**src/rtl/iso_tu_scheduler.sv**
```systemverilog
// iso_tu_scheduler: isochronous TU scheduler producing per-lane data/stuffing/blank/idle selects
// Ports: clk, rst_n (async active-low); sched_start/sched_stop control; cfg_* timing config
// latched on start; sched_state, per-lane sched_sel/stream_en/blank_en/idle_en, sched_bs,
// sched_blank_id, sched_sr, sched_busy outputs, all registered.
// Optional macro ISO_SCHED_SR_EN: every 512th blank start emits sched_sr instead of sched_bs.
module iso_tu_scheduler #(
  parameter int MAX_LANES = 4,
  parameter int TU_SIZE   = 64,
  parameter int CNT_W     = 16
) (
  input  logic                           clk,
  input  logic                           rst_n,
  input  logic                           sched_start,
  input  logic                           sched_stop,
  input  logic [$clog2(MAX_LANES):0]     cfg_lanes,
  input  logic [5:0]                     cfg_tu_vld_size,
  input  logic [3:0]                     cfg_alt_up,
  input  logic [3:0]                     cfg_alt_down,
  input  logic [CNT_W-1:0]               cfg_h_active_sym,
  input  logic [CNT_W-1:0]               cfg_h_blank_sym,
  input  logic [CNT_W-1:0]               cfg_v_active,
  input  logic [CNT_W-1:0]               cfg_v_blank,
  output logic [1:0]                     sched_state,
  output logic [MAX_LANES-1:0]           sched_stream_en,
  output logic [MAX_LANES-1:0]           sched_blank_en,
  output logic [MAX_LANES-1:0]           sched_idle_en,
  output logic [2*MAX_LANES-1:0]         sched_sel,
  output logic                           sched_bs,
  output logic                           sched_blank_id,
  output logic                           sched_sr,
  output logic                           sched_busy
);
  localparam int LW  = $clog2(MAX_LANES) + 1;
  localparam int TPW = $clog2(TU_SIZE);
  typedef enum logic [1:0] {S_IDLE = 2'b00, S_ACTIVE = 2'b01, S_HBLANK = 2'b10, S_VBLANK = 2'b11} state_t;
  state_t                 r_state;
  logic [CNT_W:0]         r_hcnt;
  logic [CNT_W:0]         r_line;
  logic [TPW-1:0]         r_tu_pos;
  logic [4:0]             r_tu_idx;
  logic [5:0]             r_vld;
  logic [3:0]             r_alt_up;
  logic [3:0]             r_alt_dn;
  logic [CNT_W-1:0]       r_h_act;
  logic [CNT_W-1:0]       r_h_blk;
  logic [CNT_W-1:0]       r_v_act;
  logic [CNT_W-1:0]       r_v_blk;
  logic [MAX_LANES-1:0]   r_mask;
  logic [1:0]             r_o_state;
  logic [2*MAX_LANES-1:0] r_sel;
  logic [MAX_LANES-1:0]   r_stream;
  logic [MAX_LANES-1:0]   r_blank;
  logic [MAX_LANES-1:0]   r_idle;
  logic                   r_bs;
  logic                   r_bid;
  logic                   r_busy;
  logic [LW-1:0]          w_lanes;
  logic [MAX_LANES-1:0]   w_mask;
  logic [4:0]             w_alt_sum;
  logic                   w_up;
  logic [6:0]             w_vld_raw;
  logic [6:0]             w_cur_vld;
  logic [1:0]             w_kind;
  logic [2*MAX_LANES-1:0] w_sel;
  logic                   w_bs_evt;
  logic                   w_sr_hit;
  logic [CNT_W:0]         w_hcnt_nx;
  logic [CNT_W:0]         w_line_nx;
  logic [CNT_W:0]         w_h_tot;
  logic [CNT_W:0]         w_v_tot;
  logic                   w_tu_wrap;
  logic [4:0]             w_tu_idx_inc;
  logic [4:0]             w_tu_idx_nx;
  state_t                 w_first;
  state_t                 w_start_st;
  // lane count: 0 behaves as 1, oversize clamps to the physical lane count
  assign w_lanes = (cfg_lanes == '0) ? LW'(1) : (cfg_lanes > LW'(MAX_LANES)) ? LW'(MAX_LANES) : cfg_lanes;
  // valid size for the current TU: +1 during the first alt_up TUs of each alternation period
  assign w_alt_sum    = {1'b0, r_alt_up} + {1'b0, r_alt_dn};
  assign w_up         = (w_alt_sum != 5'd0) && (r_tu_idx < {1'b0, r_alt_up});
  assign w_vld_raw    = {1'b0, r_vld} + {6'd0, w_up};
  assign w_cur_vld    = (w_vld_raw > 7'(TU_SIZE)) ? 7'(TU_SIZE) : w_vld_raw;
  assign w_kind       = (r_state == S_IDLE) ? 2'b00 :
                        (r_state == S_ACTIVE) ? ((7'(r_tu_pos) < w_cur_vld) ? 2'b01 : 2'b10) : 2'b11;
  assign w_bs_evt     = r_state[1] && (r_hcnt == '0);
  assign w_hcnt_nx    = r_hcnt + 1'b1;
  assign w_line_nx    = r_line + 1'b1;
  assign w_h_tot      = {1'b0, r_h_act} + {1'b0, r_h_blk};
  assign w_v_tot      = {1'b0, r_v_act} + {1'b0, r_v_blk};
  assign w_tu_wrap    = r_tu_pos == TPW'(TU_SIZE - 1);
  assign w_tu_idx_inc = r_tu_idx + 5'd1;
  assign w_tu_idx_nx  = (w_tu_idx_inc >= w_alt_sum) ? 5'd0 : w_tu_idx_inc;
  // a line with no active symbols starts directly in HBLANK
  assign w_first      = (r_h_act == '0) ? S_HBLANK : S_ACTIVE;
  assign w_start_st   = (cfg_h_active_sym == '0) ? S_HBLANK : S_ACTIVE;
  for (genvar g = 0; g < MAX_LANES; g++) begin : g_lane
    assign w_mask[g]         = LW'(g) < w_lanes;
    assign w_sel[2*g +: 2]   = r_mask[g] ? w_kind : 2'b00;
  end
  always_ff @(posedge clk or negedge rst_n) begin
    if (!rst_n) begin
      r_state   <= S_IDLE;
      r_hcnt    <= '0;
      r_line    <= '0;
      r_tu_pos  <= '0;
      r_tu_idx  <= '0;
      r_vld     <= '0;
      r_alt_up  <= '0;
      r_alt_dn  <= '0;
      r_h_act   <= '0;
      r_h_blk   <= '0;
      r_v_act   <= '0;
      r_v_blk   <= '0;
      r_mask    <= '0;
      r_o_state <= '0;
      r_sel     <= '0;
      r_stream  <= '0;
      r_blank   <= '0;
      r_idle    <= '0;
      r_bs      <= 1'b0;
      r_bid     <= 1'b0;
      r_busy    <= 1'b0;
    end else begin
      r_o_state <= r_state;
      r_sel     <= w_sel;
      r_stream  <= r_mask & {MAX_LANES{w_kind == 2'b01}};
      r_blank   <= r_mask & {MAX_LANES{w_kind == 2'b11}};
      r_idle    <= r_mask & {MAX_LANES{w_kind == 2'b00}};
      r_bs      <= w_bs_evt && !w_sr_hit;
      r_bid     <= r_state == S_VBLANK;
      r_busy    <= r_state != S_IDLE;
      if (sched_stop) begin
        r_state  <= S_IDLE;
        r_hcnt   <= '0;
        r_line   <= '0;
        r_tu_pos <= '0;
        r_tu_idx <= '0;
      end else begin
        case (r_state)
          S_IDLE: if (sched_start) begin
            r_vld    <= cfg_tu_vld_size;
            r_alt_up <= cfg_alt_up;
            r_alt_dn <= cfg_alt_down;
            r_h_act  <= cfg_h_active_sym;
            r_h_blk  <= cfg_h_blank_sym;
            r_v_act  <= cfg_v_active;
            r_v_blk  <= cfg_v_blank;
            r_mask   <= w_mask;
            r_state  <= w_start_st;
          end
          S_ACTIVE: if (w_hcnt_nx >= {1'b0, r_h_act}) begin
            r_state  <= S_HBLANK;
            r_hcnt   <= '0;
            r_tu_pos <= '0;
            r_tu_idx <= '0;
          end else begin
            r_hcnt   <= w_hcnt_nx;
            r_tu_pos <= w_tu_wrap ? '0 : r_tu_pos + 1'b1;
            r_tu_idx <= w_tu_wrap ? w_tu_idx_nx : r_tu_idx;
          end
          S_HBLANK: if (w_hcnt_nx >= {1'b0, r_h_blk}) begin
            r_hcnt  <= '0;
            r_line  <= (w_line_nx < {1'b0, r_v_act} || r_v_blk != '0) ? w_line_nx : '0;
            r_state <= (w_line_nx < {1'b0, r_v_act} || r_v_blk == '0) ? w_first : S_VBLANK;
          end else begin
            r_hcnt <= w_hcnt_nx;
          end
          S_VBLANK: if (w_hcnt_nx >= w_h_tot) begin
            r_hcnt  <= '0;
            r_line  <= (w_line_nx >= w_v_tot) ? '0 : w_line_nx;
            r_state <= (w_line_nx >= w_v_tot) ? w_first : S_VBLANK;
          end else begin
            r_hcnt <= w_hcnt_nx;
          end
        endcase
      end
    end
  end
`ifdef ISO_SCHED_SR_EN
  logic [8:0] r_bs_cnt;
  logic       r_sr;
  // the 512th blank start since start/stop replaces its bs pulse with sr
  assign w_sr_hit = w_bs_evt && (&r_bs_cnt);
  always_ff @(posedge clk or negedge rst_n) begin
    if (!rst_n) begin
      r_bs_cnt <= '0;
      r_sr     <= 1'b0;
    end else begin
      r_sr     <= w_sr_hit;
      r_bs_cnt <= (sched_stop || (sched_start && r_state == S_IDLE)) ? 9'd0 : w_bs_evt ? r_bs_cnt + 9'd1 : r_bs_cnt;
    end
  end
  assign sched_sr = r_sr;
`else
  assign w_sr_hit = 1'b0;
  assign sched_sr = 1'b0;
`endif
  assign sched_state     = r_o_state;
  assign sched_sel       = r_sel;
  assign sched_stream_en = r_stream;
  assign sched_blank_en  = r_blank;
  assign sched_idle_en   = r_idle;
  assign sched_bs        = r_bs;
  assign sched_blank_id  = r_bid;
  assign sched_busy      = r_busy;
endmodule

```
**config.mk**
```make
export PLATFORM = sky130hd
export DESIGN_NAME = iso_tu_scheduler
export DESIGN_NICKNAME = d
export VERILOG_FILES = /design/src/rtl/iso_tu_scheduler.sv
export SDC_FILE = /design/constraint.sdc
export NUM_CORES = 1
export LEC_CHECK = 0
export CAP_MARGIN = 40
export CORE_MARGIN = 2
export CORE_UTILIZATION = 40
export CTS_CLUSTER_SIZE = 30
export DETAILED_ROUTE_END_ITERATION = 8
export GPL_TIMING_DRIVEN = 0
export PLACE_DENSITY = 0.68
export SYNTH_ARGS = -nofsm -noshare
export SYNTH_HDL_FRONTEND = slang
export SYNTH_SLANG_ARGS = --single-unit
export TNS_END_PERCENT = 50
```
**constraint.sdc**
```tcl
create_clock -name clk -period 5.6 [get_ports clk]
set_input_delay 0.56 -clock clk [delete_from_list [all_inputs] [get_ports clk]]
set_output_delay 0.56 -clock clk [all_outputs]
set_load 0.02 [all_outputs]
```
==> flow_metrics.tcl, run 1 <==
set metrics [dict create \
    ys_seq_area_frac 0.367 \
    drt_wl_total_mm 27.2 \
    drt-initial-drc-count 511 \
    dr.pass1.iters 5 \
    cts_max_level 4 \
    cts.clk_slew.worst_paths_ns 0.07 \
    cts.sinks 154 \
    grt_max_degree 111 \
    pre_cts_slack_ns 0.237 \
    cts_setup_buffers 0 \
    portBuffers 109 \
    path_class "flip-flop to flip-flop" \
    worstPathRequired_ns 5.96 \
    synth_ff_type "dfrtp_1" \
    tightest_slew_ns 0.804 \
    insertion_delay_ns 0.44 \
    finalCritPeriodShare 0.940 \
    cpPeakStageDelay_ns 0.45 \
    max_slew_margin 0.464 \
    p_leak_nw 5.92 \
    gp_congestion 0.882 \
    rr_startpoint "r_h_act[0]" \
    dieWidth_um 166 \
    die_height_um 166 \
    crit_arrival_ns 5.62 \
    fin_crit_ns 5.26 \
    wl_per_cell_um 17.1 \
    vias 8700 \
    synth_area_leaders "dfrtp_1 (37%), ha_1 (16%), o21ai_0 (4.8%)" \
    final_util 0.489 \
    track_usage 0.200 \
    rsz0062_at_grt "no" \
    initial_utilization 0.406 \
    grt_first_pass_wirelength_mm 44.8 \
    timing.fmax_ghz 0.190 \
    ant_nets 0 \
    synth_top_cell_area_share 0.367 \
    synth_edf_count 0 \
    syn_area_mm2 0.0105 \
    finalSetupViolCount 0 \
    power_density_mw_per_mm2 520 \
    setup_ws_ns 0.337 \
    fillerInstances 2439 \
    min_path_type "primary input to async pin" \
    synth_warnings 0 \
    num_rows 59 \
    slew_violations 0 \
    ys_ff_latch 154 \
    syn_to_final_growth_pct 20.5 \
    routed_via_density 5.48 \
    start_kind "flip-flop" \
    status "complete, no violations" \
    crit_family "compound AO/OA/AOI/OAI gates" \
    worst_path_max_delay_cell "dfrtp_1" \
    drc 0 \
    ios 111 \
    syn-num-nets 1334 \
    maxCapViolCount 0 \
    antenna_found_initial 1 \
    synth_commonest_cells "dfrtp_1 (154), ha_1 (137), o21ai_0 (100)" \
    clock-skew-final_ns 0.0182 \
    core_area_mm2 0.0259 \
    yosysUniqueCellTypes 74 \
    synth_top_area_cell "dfrtp_1" \
    dpl.hpwl_mm 20.9 \
    hold_viol 0 \
    cts_buffer_depth 2 \
    critPathLaunch "r_h_act[0]" \
    fin_nets 1465 \
    root_buffer "clkbuf_16" \
    globalRouteOverflowTotal 0 \
    syn_inst 1109 \
    async_reset_ff_frac 1.00 \
    grt_pass1_vias 8880 \
    cts_tree "built" \
    die_area_mm2 0.0276 \
    yosysMostFrequentCell "dfrtp_1" \
    irDropWorstVdd_uv 252 \
    crit_path_end_kind "flip-flop" \
    cts_buffers 17 \
    crit_fanout 10 \
    crit_buf_inv 1 \
    cp_cell_sequence "ha_1 -> fa_1 -> a21oi_1 -> o21ai_1 -> nor4_1 -> o31ai_1 -> o41a_1 -> a311oi_1 -> xor2_1 -> ha_1 -> a21o_1 -> a21o_1 -> or4_1 -> o21ai_2 -> a221oi_4 -> buf_6 -> nor2_2 -> a22o_1" \
    avgSynthCellArea_um2 9.48 \
    drive_above_1_share 0.0782 \
]
[state kept, by name, indices dropped and copies added, names as in the netlist, 2 cells and up]
register / count
sched_idle_en: 4
r_alt_up: 4
r_vld: 6
r_alt_dn: 4
r_h_blk: 16
sched_blank_en: 4
sched_stream_en: 4
r_tu_idx: 5
r_v_act: 16
sched_sel: 8
r_hcnt: 17
r_line: 17
r_state: 2
r_v_blk: 16
sched_state: 2
r_tu_pos: 6
r_h_act: 16
r_mask: 4
[cell usage in the layout, fill, tap and decap left out, drive strengths merged, types with 16 or more instances in the layout]
cell,count
ha,137
xnor2,35
o21ai,106
clkbuf,47
nor2b,16
a21oi,53
clkdlybuf4s50,108
nand3,41
a21o,22
and3,18
nor4,23
inv,86
xor2,28
nor2,49
nand4,17
dfrtp,154
nand2,88
mux2,31
[routing by layer]
layer / up-vias / global-route usage / wire length [um]
met5: - / 0 / 0
met4: 0 / 0.0567 / 550
met3: 39 / 0.0393 / 1120
met2: 207 / 0.343 / 13100
met1: 4173 / 0.257 / 12500
li1: 4281 / - / -
[cell type report]
| cell class | count | area [um2] | share of cell area |
|---|---|---|---|
| diodes | 1 | 2.50 | 0.000198 |
| plain buffers | 38 | 166 | 0.0131 |
| clock buffers | 19 | 443 | 0.0350 |
| clock inverters | 13 | 134 | 0.0106 |
| inverters | 80 | 300 | 0.0237 |
| multi-input cells | 837 | 6190 | 0.489 |
| flip-flops and latches | 154 | 3850 | 0.304 |
| well taps | 335 | 419 | 0.0331 |
| repair buffers | 112 | 1150 | 0.0908 |
[power breakdown]
group / switching (mW) / leakage [nW] / internal (mW)
logic: 1.98 / 3.67 / 1.62
clock network: 0.524 / 0.284 / 0.638
registers: 0.326 / 1.97 / 1.50
[repair_timing]
item,CTS,global route
resized for setup,0,3
hold buffers,0,0
setup endpoints to repair,0,20
[stage by stage]
stage / total power, mW / setup TNS [ns] / instance area [um2] / hold WS [ns] / instances
2_1_floorplan: 4.37 / 0 / 10500 / 0.264 / 1109
3_3_place_gp: 5.29 / -388.05 / 12000 / 0.359 / 1553
3_5_place_dp: 5.42 / 0 / 12100 / 0.358 / 1556
4_1_cts: 6.61 / 0 / 12700 / 0.0130 / 1588
5_1_grt: 7.17 / 0 / 12700 / 0.0253 / 1589
6_report: 6.59 / 0 / 12700 / 0.0100 / 1589
[final timing paths]
check / depth (start not counted) / endpoint / slack (ns)
max in group asynchronous: 2 / r_hcnt[2] / 4.72
min reg2reg: 0 / sched_state[0] / 0.37
max reg2reg: 18 / r_hcnt[10] / 0.34
min in group clk: 0 / sched_state[0] / 0.37
max: 18 / r_hcnt[10] / 0.34
min: 1 / sched_sel[3] / 0.01
[cell families after synthesis]
logic type / count (synthesis) / share of synthesized area
adders and majority gates: 140 / 0.169
DFF: 154 / 0.367
other: 1 / 0.000357
buffers and inverters: 118 / 0.0443
xor gates and xnor gates: 63 / 0.0532
muxes: 31 / 0.0332
AOI/OAI and AO/OA: 276 / 0.168
and+or+nand+nor: 326 / 0.165
No activity file was read; power rests on OpenSTA's default activity.
==> run 2, diff against run 1 <==
Settings changed: CAP_MARGIN 40 to 20.
==> run 2 against run 1 <==
Sequential share of layout area did not move. Register-to-register slack improved by 0.02 ns. Sequential power barely moved. Clock power barely moved. Maximum frequency rose by 0.46%. Setup slack improved by 0.024 ns. Critical path depth did not move. Utilization did not move. First-iteration DRC count fell by 11%. Clock skew fell by 0.0042 ns. Design area did not move. Die area did not move.
==> flow_metrics.tcl, run 2 (synthesis results as in run 1) <==
set metrics [dict create \
    vias 8655 \
    finalCritPeriodShare 0.936 \
    placed_area_mm2 0.0121 \
    status "complete, no violations" \
    worst_path_max_delay_cell "dfrtp_1" \
    antenna_found_initial 1 \
    dpl.hpwl_mm 20.9 \
    p_leak_nw 5.91 \
    dieWidth_um 166 \
    worstPathRequired_ns 5.89 \
    tightest_slew_ns 0.953 \
    final_common_cell "dfrtp_1" \
    crit_buf_inv 1 \
    irDropWorstVdd_uv 245 \
    crit_arrival_ns 5.53 \
    crit_path_end_kind "flip-flop" \
    grt_pass1_vias 8815 \
    syn_to_final_growth_pct 20.5 \
    max_slew_margin 0.365 \
    path_class "flip-flop to flip-flop" \
    cts_tree "built" \
    cts_resized 0 \
    stdcell_area_mm2 0.0127 \
    ios 111 \
    ant_nets 0 \
    rsz0062_at_grt "no" \
    grt_max_degree 111 \
    start_kind "flip-flop" \
    portBuffers 109 \
    cts_max_level 4 \
    dr.pass1.iters 5 \
    root_buffer "clkbuf_16" \
    crit_family "compound AO/OA/AOI/OAI gates" \
    crit_fanout 10 \
    cp_cell_sequence "ha_1 -> fa_1 -> a21oi_1 -> o21ai_1 -> nor4_1 -> o31ai_1 -> o41a_1 -> a311oi_1 -> xor2_1 -> ha_1 -> a21o_1 -> a21o_1 -> or4_1 -> o21ai_2 -> clkbuf_1 -> nor4b_1 -> o21ai_0 -> a21oi_1" \
    layout.cells.non_filler 1587 \
    drive_above_1_share 0.0767 \
    initial_utilization 0.406 \
    cts_buffers 17 \
    pre_cts_slack_ns 0.268 \
    die_area_mm2 0.0276 \
    track_usage 0.201 \
    hold_viol 0 \
    cts-hold-fix-buffers 0 \
    wl_per_cell_um 17.1 \
    cpPeakStageDelay_ns 0.45 \
    slew_violations 0 \
    dp.cells 1554 \
    seqPwrFrac 0.276 \
    critPathLaunch "r_h_act[0]" \
    cts_buffer_depth 2 \
    drt-initial-drc-count 457 \
    cts_setup_buffers 0 \
    fin_crit_ns 5.24 \
    setup_ws_ns 0.361 \
    finalSetupViolCount 0 \
    layout_common_cells "dfrtp_1 (154), ha_1 (137), clkdlybuf4s50_1 (108)" \
    rr_startpoint "r_h_act[0]" \
    core_area_mm2 0.0259 \
    drc 0 \
    p_sw_frac 0.433 \
    routed_via_density 5.45 \
    clock-skew-final_ns 0.0140 \
    globalRouteOverflowTotal 0 \
    cts.sinks 154 \
    regArea_mm2 0.00385 \
    p_sw_mw 2.87 \
    die_height_um 166 \
    gp_congestion 0.882 \
    p_comb_frac 0.545 \
    num_rows 59 \
    insertion_delay_ns 0.44 \
    maxCapViolCount 0 \
    power_density_mw_per_mm2 523 \
    reg_top3 "r_hcnt: 17 flops, r_line: 17 flops" \
    grt_first_pass_wirelength_mm 44.9 \
    timing.fmax_ghz 0.191 \
    multi_input_area_mm2 0.00619 \
    drt_wl_total_mm 27.1 \
    power.internal_mw 3.75 \
    fillerInstances 2398 \
    cts.clk_slew.worst_paths_ns 0.07 \
    fin_nets 1463 \
    clkPwrFrac 0.179 \
    min_path_type "primary input to async pin" \
]
[run 2: cell types whose count changed in the layout (fill, tap and decap cells not counted)]
| cell | change |
|---|---|
| buf_8 | -1 |
| clkdlybuf4s15_2 | -1 |
| clkinvlp_4 | +2 |
| clkinv_4 | -2 |
| clkbuf_8 | -1 |
| clkbuf_2 | -1 |
| clkinv_2 | -2 |
| inv_6 | +1 |
| clkinv_8 | +3 |
[run 2: path summary, 6_finish.rpt]
kind / end / slack [ns] / cells past startpoint
worst max-delay path: r_line[6] / 0.36 / 18
worst min-delay path: sched_sel[3] / 0.007 / 1
worst max register to register: r_line[6] / 0.36 / 18
worst min register to register: sched_state[0] / 0.39 / 0
max in group asynchronous: r_h_act[6] / 4.72 / 2
min in group clk: sched_state[0] / 0.39 / 0
[run 2: final cells by class]
cell class | count | area share
Clock buffer | 17 | 0.0336
Multi-Input combinational cell | 837 | 0.489
Inverter | 80 | 0.0237
Tap cell | 335 | 0.0331
Antenna cell | 1 | 0.000198
Sequential cell | 154 | 0.304
Buffer | 38 | 0.0130
Clock inverter | 15 | 0.0141
Timing Repair Buffer | 110 | 0.0887
[run 2: per-layer routing]
metal  vias up  track usage  part of all wire
li1       4285            -                 -
met1      4165        0.259              0.46
met2       173        0.342              0.49
met3        32       0.0415             0.041
met4         0       0.0563             0.016
met5         -            0                 0
[run 2: stage by stage]
stage	hold WS (ns)	power (mW)	util	TNS (ns)
finish	0.00703	6.62	0.489	0
global route	0.0120	7.21	0.489	0
CTS	0.0104	6.65	0.488	0
detailed placement	0.358	5.41	0.465	0
global placement	0.359	5.29	0.464	-388.05
floorplan	0.264	4.37	-	0
[run 2: power by group through the flow]
stage | logic (mW) | clock network [mW] | registers, mW
global route | 4.06 | 1.27 | 1.88
CTS | 3.61 | 1.21 | 1.83
finish | 3.60 | 1.19 | 1.83
floorplan | 2.54 | 0 | 1.83
detailed placement | 3.57 | 0 | 1.84
global placement | 3.46 | 0 | 1.84
==> run 3, diff against run 2 <==
Settings changed: CTS_CLUSTER_DIAMETER set to 200.
==> results of run 3 <==
Final layout, timing and power as in run 2 (identical DEF).
